[src/rtl/fetch_unit.sv]
// Instruction-fetch datapath: IP, IR, SRAM address mux and saturating retired counter.
// Optional FETCH_JUMP_EN adds ip_load, a direct IP load from the cu operand address.
module fetch_unit #(
    parameter int              AW       = 8,
    parameter int              DW       = 16,
    parameter int              CNT_W    = 16,
    parameter logic [AW-1:0]   IP_RESET = '0
) (
    input  logic             clk,
    input  logic             reset,
    input  logic [1:0]       adress_select,
    input  logic [AW-1:0]    adress,
    input  logic             ir_load,
    input  logic             ip_increment,
`ifdef FETCH_JUMP_EN
    input  logic             ip_load,
`endif
    input  logic [DW-1:0]    data_bus,
    output logic [AW-1:0]    abus,
    output logic [DW-1:0]    ir_data,
    output logic [AW-1:0]    ip,
    output logic             ip_wrap,
    output logic [CNT_W-1:0] retired
);

    localparam logic [1:0] ABUS_IP = 2'b00;
    localparam logic [1:0] ABUS_CU = 2'b01;

    logic [AW-1:0]    ip_q, ip_d;
    logic [DW-1:0]    ir_q, ir_d;
    logic             wrap_q, wrap_d;
    logic [CNT_W-1:0] ret_q, ret_d;
    logic             inc_q;
    logic             inc_pulse;
    logic             jump;

`ifdef FETCH_JUMP_EN
    assign jump = ip_load;
`else
    assign jump = 1'b0;
`endif

    // cu holds ip_increment as a level for several cycles; only its rising edge advances IP
    assign inc_pulse = ip_increment & ~inc_q;

    always_comb begin
        ip_d   = ip_q;
        wrap_d = wrap_q;
        ret_d  = ret_q;
        ir_d   = ir_load ? data_bus : ir_q;
        if (jump) begin
            ip_d = adress;
        end else if (inc_pulse) begin
            ip_d = ip_q + AW'(1);
            if (&ip_q) begin
                wrap_d = 1'b1;
            end
            if (!(&ret_q)) begin
                ret_d = ret_q + CNT_W'(1);
            end
        end
    end

    always_ff @(posedge clk or negedge reset) begin
        if (!reset) begin
            ip_q   <= IP_RESET;
            ir_q   <= '0;
            wrap_q <= 1'b0;
            ret_q  <= '0;
            inc_q  <= 1'b0;
        end else begin
            ip_q   <= ip_d;
            ir_q   <= ir_d;
            wrap_q <= wrap_d;
            ret_q  <= ret_d;
            inc_q  <= ip_increment;
        end
    end

    always_comb begin
        abus = '0;
        case (adress_select)
            ABUS_IP: abus = ip_q;
            ABUS_CU: abus = adress;
            default: abus = '0;
        endcase
    end

    // Bypass lets cu sample the new word on the same edge IR captures it
    assign ir_data = ir_load ? data_bus : ir_q;
    assign ip      = ip_q;
    assign ip_wrap = wrap_q;
    assign retired = ret_q;

endmodule
[config.mk]
export PLATFORM = sky130hd
export DESIGN_NAME = fetch_unit
export DESIGN_NICKNAME = d
export VERILOG_FILES = /design/src/rtl/fetch_unit.sv
export SDC_FILE = /design/constraint.sdc
export NUM_CORES = 1
export LEC_CHECK = 0
export CAP_MARGIN = 20
export CORE_MARGIN = 4
export CORE_UTILIZATION = 25
export CTS_CLUSTER_SIZE = 16
export DETAILED_ROUTE_END_ITERATION = 16
export GPL_TIMING_DRIVEN = 0
export HOLD_SLACK_MARGIN = 0.08
export PLACE_DENSITY = 0.51
export SLEW_MARGIN = 25
export SYNTH_ARGS = -nofsm -noshare
export SYNTH_HDL_FRONTEND = slang
export SYNTH_SLANG_ARGS = --single-unit
[constraint.sdc]
create_clock -name clk -period 5.9 [get_ports clk]
set_input_delay 1.77 -clock clk [delete_from_list [all_inputs] [get_ports clk]]
set_output_delay 1.77 -clock clk [all_outputs]
set_load 0.05 [all_outputs]
; After elaboration in Yosys (flattened, before gate mapping)
; Index checks and enable logic that the tools add are counted.
[word_totals]
output_inout_bits = 49
inputBits = 30
ff_bits = 42
word_cells = 17
[classes]
n_mux = 2
reduce_logical = 4
addsub = 2
eq_ne = 1
n_bitwise = 3
[op_table]
columns = operator, count
row1 = "adder 16 x 1 -> 16 bit, second input constant", 1
row2 = 2-to-1 mux 16 bit, 1
row3 = one-hot mux 8 bit (2 select lines), 1
row4 = AND reduction 16 bit, 1
row5 = AND reduction 9 bit, 1
row6 = "adder 8 x 1 -> 8 bit, second input constant", 1
row7 = "== test 2 x 1 -> 1 bit, second input constant", 1
row8 = zero test 2 bit, 1
row9 = NOT 1 bit, 2
row10 = AND reduction 2 bit, 1
row11 = bitwise AND 1 bit, 1

; Longest topological paths before layout
[depth]
word_depth = 3
depth_mapped = 5
ltp_nobuf = 5

; Least setup slack after synthesis
; Ideal clock, no wire load.
[synth_timing]
kind = input port to output port
start = input adress_select[0]
end = output abus[3]
t_required_ns = 4.130
path_buffers = 1
slack_ns = 1.203
arrival_ns = 2.927
cell_stages = 3
path_cell_list = clkbuf_1 > mux2i_1 > nor2_1
[synth_via]
elab_chain_len = 2
elab_cells_between_ends = 3
classes_between = eq/ne (1) / mux (1) / reduce/logical (1)
[synth_lines]
columns = item, line
row1 = start: declaration, 11  ; input logic [1:0] adress_select,
row2 = == test 2 x 1 -> 1 bit / zero test 2 bit (equally long branches), 82  ; case (adress_select)
row3 = one-hot mux 8 bit (2 select lines) *, 82
row4 = end: declaration, 19  ; output logic [AW-1:0] abus,
; Every way passes the cells marked *; elsewhere a longest branch is shown, timed or not.

; Final worst setup path
[layout_timing]
start = input ir_load
end = output ir_data[7]
[layout_via]
elab_chain_len = 1
[layout_lines]
columns = item, line
row1 = start: declaration, 13  ; input logic ir_load,
row2 = 2-to-1 mux 16 bit, 90  ; assign ir_data = ir_load ? data_bus : ir_q;
row3 = end: declaration, 20  ; output logic [DW-1:0] ir_data,
; Every way passes these cells.

==> impl_results.md <==
* PD cells at 345 nW/um^2
* Clock Path Buffers at 2
* Critical path class: in2out
* Diode count at 0
* Clk_lat worst skew at around 0.29 ns
* Number of cells after detailed placement at 332
* Total negative slack at 0 ns
* WL per Instance at 13.8 um
* Synth area leaders: dfrtp_1, mux2_2, xnor2_1
* Slew Viols, Final at 0
* Total number of vias at 1479
* Initial antenna violation count at 0
* Register clock-pin slew on the reported worst setup and hold paths at roughly 0.080 ns
* Peak supply drop at 220 uV
* DR WL met2 at 2.18 mm
* Pleak at 1.24 nW
* Core Area at 7370 um^2
* Final GP Congestion at 0.727
* Syn Area/Cell at 12.3 um^2
* DPL Wire Length at 3.53 mm
* # resized after CTS at 0
* Worst hold path class: reg2reg
* Chip Height at about 96 um
* Post-synthesis sequential area ratio at 0.544
* Clock root cell: clkbuf_8
* Fin crit period at 5.23 ns
* First-pass GRT wire length at between 7 and 8 mm
* Nets at ~270
* Metal-1 WL at 2.15 mm
* Yosys top cell area share at 0.544
* Routed vias/inst at 4.35
* Initial core utilization at 0.262
* Met3 WL at 325 um
* CTS tree: built
* Final setup fails at 0
* # hold bufs at CTS at 0
* Crit. End Element: output pin
* Total congestion overflow at 0
* Critical Path AT at 3.46 ns
* Slew @ Worst Pin at 0.551 ns
* Top Layer Used: met4
* Max FO, Critical Path at 10
* H-tree Lvls at 2
* Final hold violation count at 0
* DR pass1 iterations at 4
* Post-synthesis register bit count at 42
* Setup slack, reg-to-reg at 4.03 ns
* Post-Syn Area at 1930 um^2
* Outcome: complete, no violations
* Die Span X at 95.9 um
* Die Footprint at about 9200 um^2
* CTS buffer count at 5
* IO Port Bufs at 75
* Gr usage total at 0.109
* Number of global-route vias before repair at 1550
* Largest area contributor in the netlist: dfrtp_1
* Clk sink count at 42
* Tcrit/Tclk final at 0.887
* Slew headroom at 0.633
* Area grow syn2layout at 51.4%
* Layout cell share with drive strength beyond 1 at 0.145
* CP required at 4.13 ns
* Io pins at 79
* Antenna viol nets, final at 0
* Unique masters post-synth at 29
* Residual DRC count at 0
* CP Launch Type: primary input
* Post-Route WL at 4.71 mm
* RSZ-0062 raised after global routing: false
* Achievable Freq at 191 MHz
* Post-Synthesis Cells at roughly 160
* Layout Cells excl Fill at 340
* Clk_skew at 0.00638 ns
* Largest net degree at the start of global routing at 23
* Yosys warnings at 0
* Num rows at 31
* Syn Nets at 189
* Post-CTS Setup Inserts at 0
* Iter 0 DRT Violations at 40
* Max-cap viol count at 0
## per-layer routing
metal	vias to the layer above	GRT usage
met1	710	0.146
met4	0	0.0320
met5	-	0
met2	45	0.167
met3	6	0.0344
li1	718	-
## critical path: stages
cell and delay (ns):
clkbuf_1 0.28, buf_2 0.32, mux2_2 0.37, clkdlybuf4s50_1 0.71
## through the flow
step                      total power [mW]  setup WS, ns  utilization  hold WS [ns]  cell area [um^2]
after floorplan                      0.660          1.20            -         0.570              1930
after global placement               0.816         0.627        0.381         0.453              2810
after detailed placement             0.820         0.629        0.384         0.467              2830
after CTS                             1.02         0.630        0.397         0.486              2920
after global routing                  1.06         0.572        0.397         0.498              2920
final                                 1.01         0.669        0.397         0.491              2920
## cells by family (layout without fill, tap and decap cells)
| group | count (synthesis) | count (layout) | synth area share |
|---|---|---|---|
| AO/OA/AOI/OAI | 5 | 5 | 0.0317 |
| multiplexers | 24 | 24 | 0.135 |
| flip-flops | 42 | 42 | 0.544 |
| AND/OR/NAND/NOR | 56 | 56 | 0.163 |
| XOR/XNOR | 22 | 22 | 0.0997 |
| buffers and inverters | 6 | 90 | 0.0142 |
| adder cells (fa/ha/maj) | 2 | 2 | 0.0130 |
## cell usage in the layout (no fill, tap or decap), drive strengths merged
cell type and instances:
o41ai 1, dfrtp 42, nand4 9, o2111ai 1, xnor2 11, clkinvlp 1
clkinv 1, o21ai 1, buf 5, xor2 11, nor4 3, and4 2
clkbuf 8, inv 1, nor2b 2, nor2 11, mux2i 8, nand2b 1
a31o 1, ha 2, nand3 5, nand2 14, o41a 1, nor3 9
clkdlybuf4s50 74, mux2 16
## worst paths after layout
kind                                         from                 endpoint  depth (start not counted)
max reg2reg                retired[0]$_DFFE_PN0P_  retired[14]$_DFFE_PN0P_                          5
max in group asynchronous                   reset        ip[1]$_DFFE_PN0P_                          2
min                           ip_wrap$_DFFE_PN0P_      ip_wrap$_DFFE_PN0P_                          1
max                                       ir_load               ir_data[7]                          4
min in group asynchronous                   reset   retired[8]$_DFFE_PN0P_                          1
min reg2reg                   ip_wrap$_DFFE_PN0P_      ip_wrap$_DFFE_PN0P_                          1
## sequential cells by signal, indices dropped and copies added, names as in the netlist
signal   count
ir_q        16
retired     16
ip           8
inc_q        1
ip_wrap      1
## area by class of cell
class,count,area [um^2]
Fill cell,733,4450
Sequential cell,42,1050
Multi-Input combinational cell,109,853
Timing Repair Buffer,76,773
Tap cell,99,124
Clock buffer,6,82.6
Buffer,5,23.8
Clock inverter,2,12.5
Inverter,1,3.75
## cells in the mapped netlist, drive strengths merged
library cell / number
nor2: 11
mux2: 16
mux2i: 8
and4: 2
dfrtp: 42
clkbuf: 2
o41a: 1
nor3: 9
nand3: 5
inv: 1
ha: 2
a31o: 1
nand4: 9
buf: 3
o21ai: 1
o2111ai: 1
nand2b: 1
o41ai: 1
nand2: 14
xnor2: 11
xor2: 11
nor4: 3
nor2b: 2
## where the power goes
group,switching (mW),internal [mW]
logic,0.258,0.151
registers,0.0665,0.333
clock network,0.105,0.0943
Note: power is estimated with default switching activity, not from simulation.
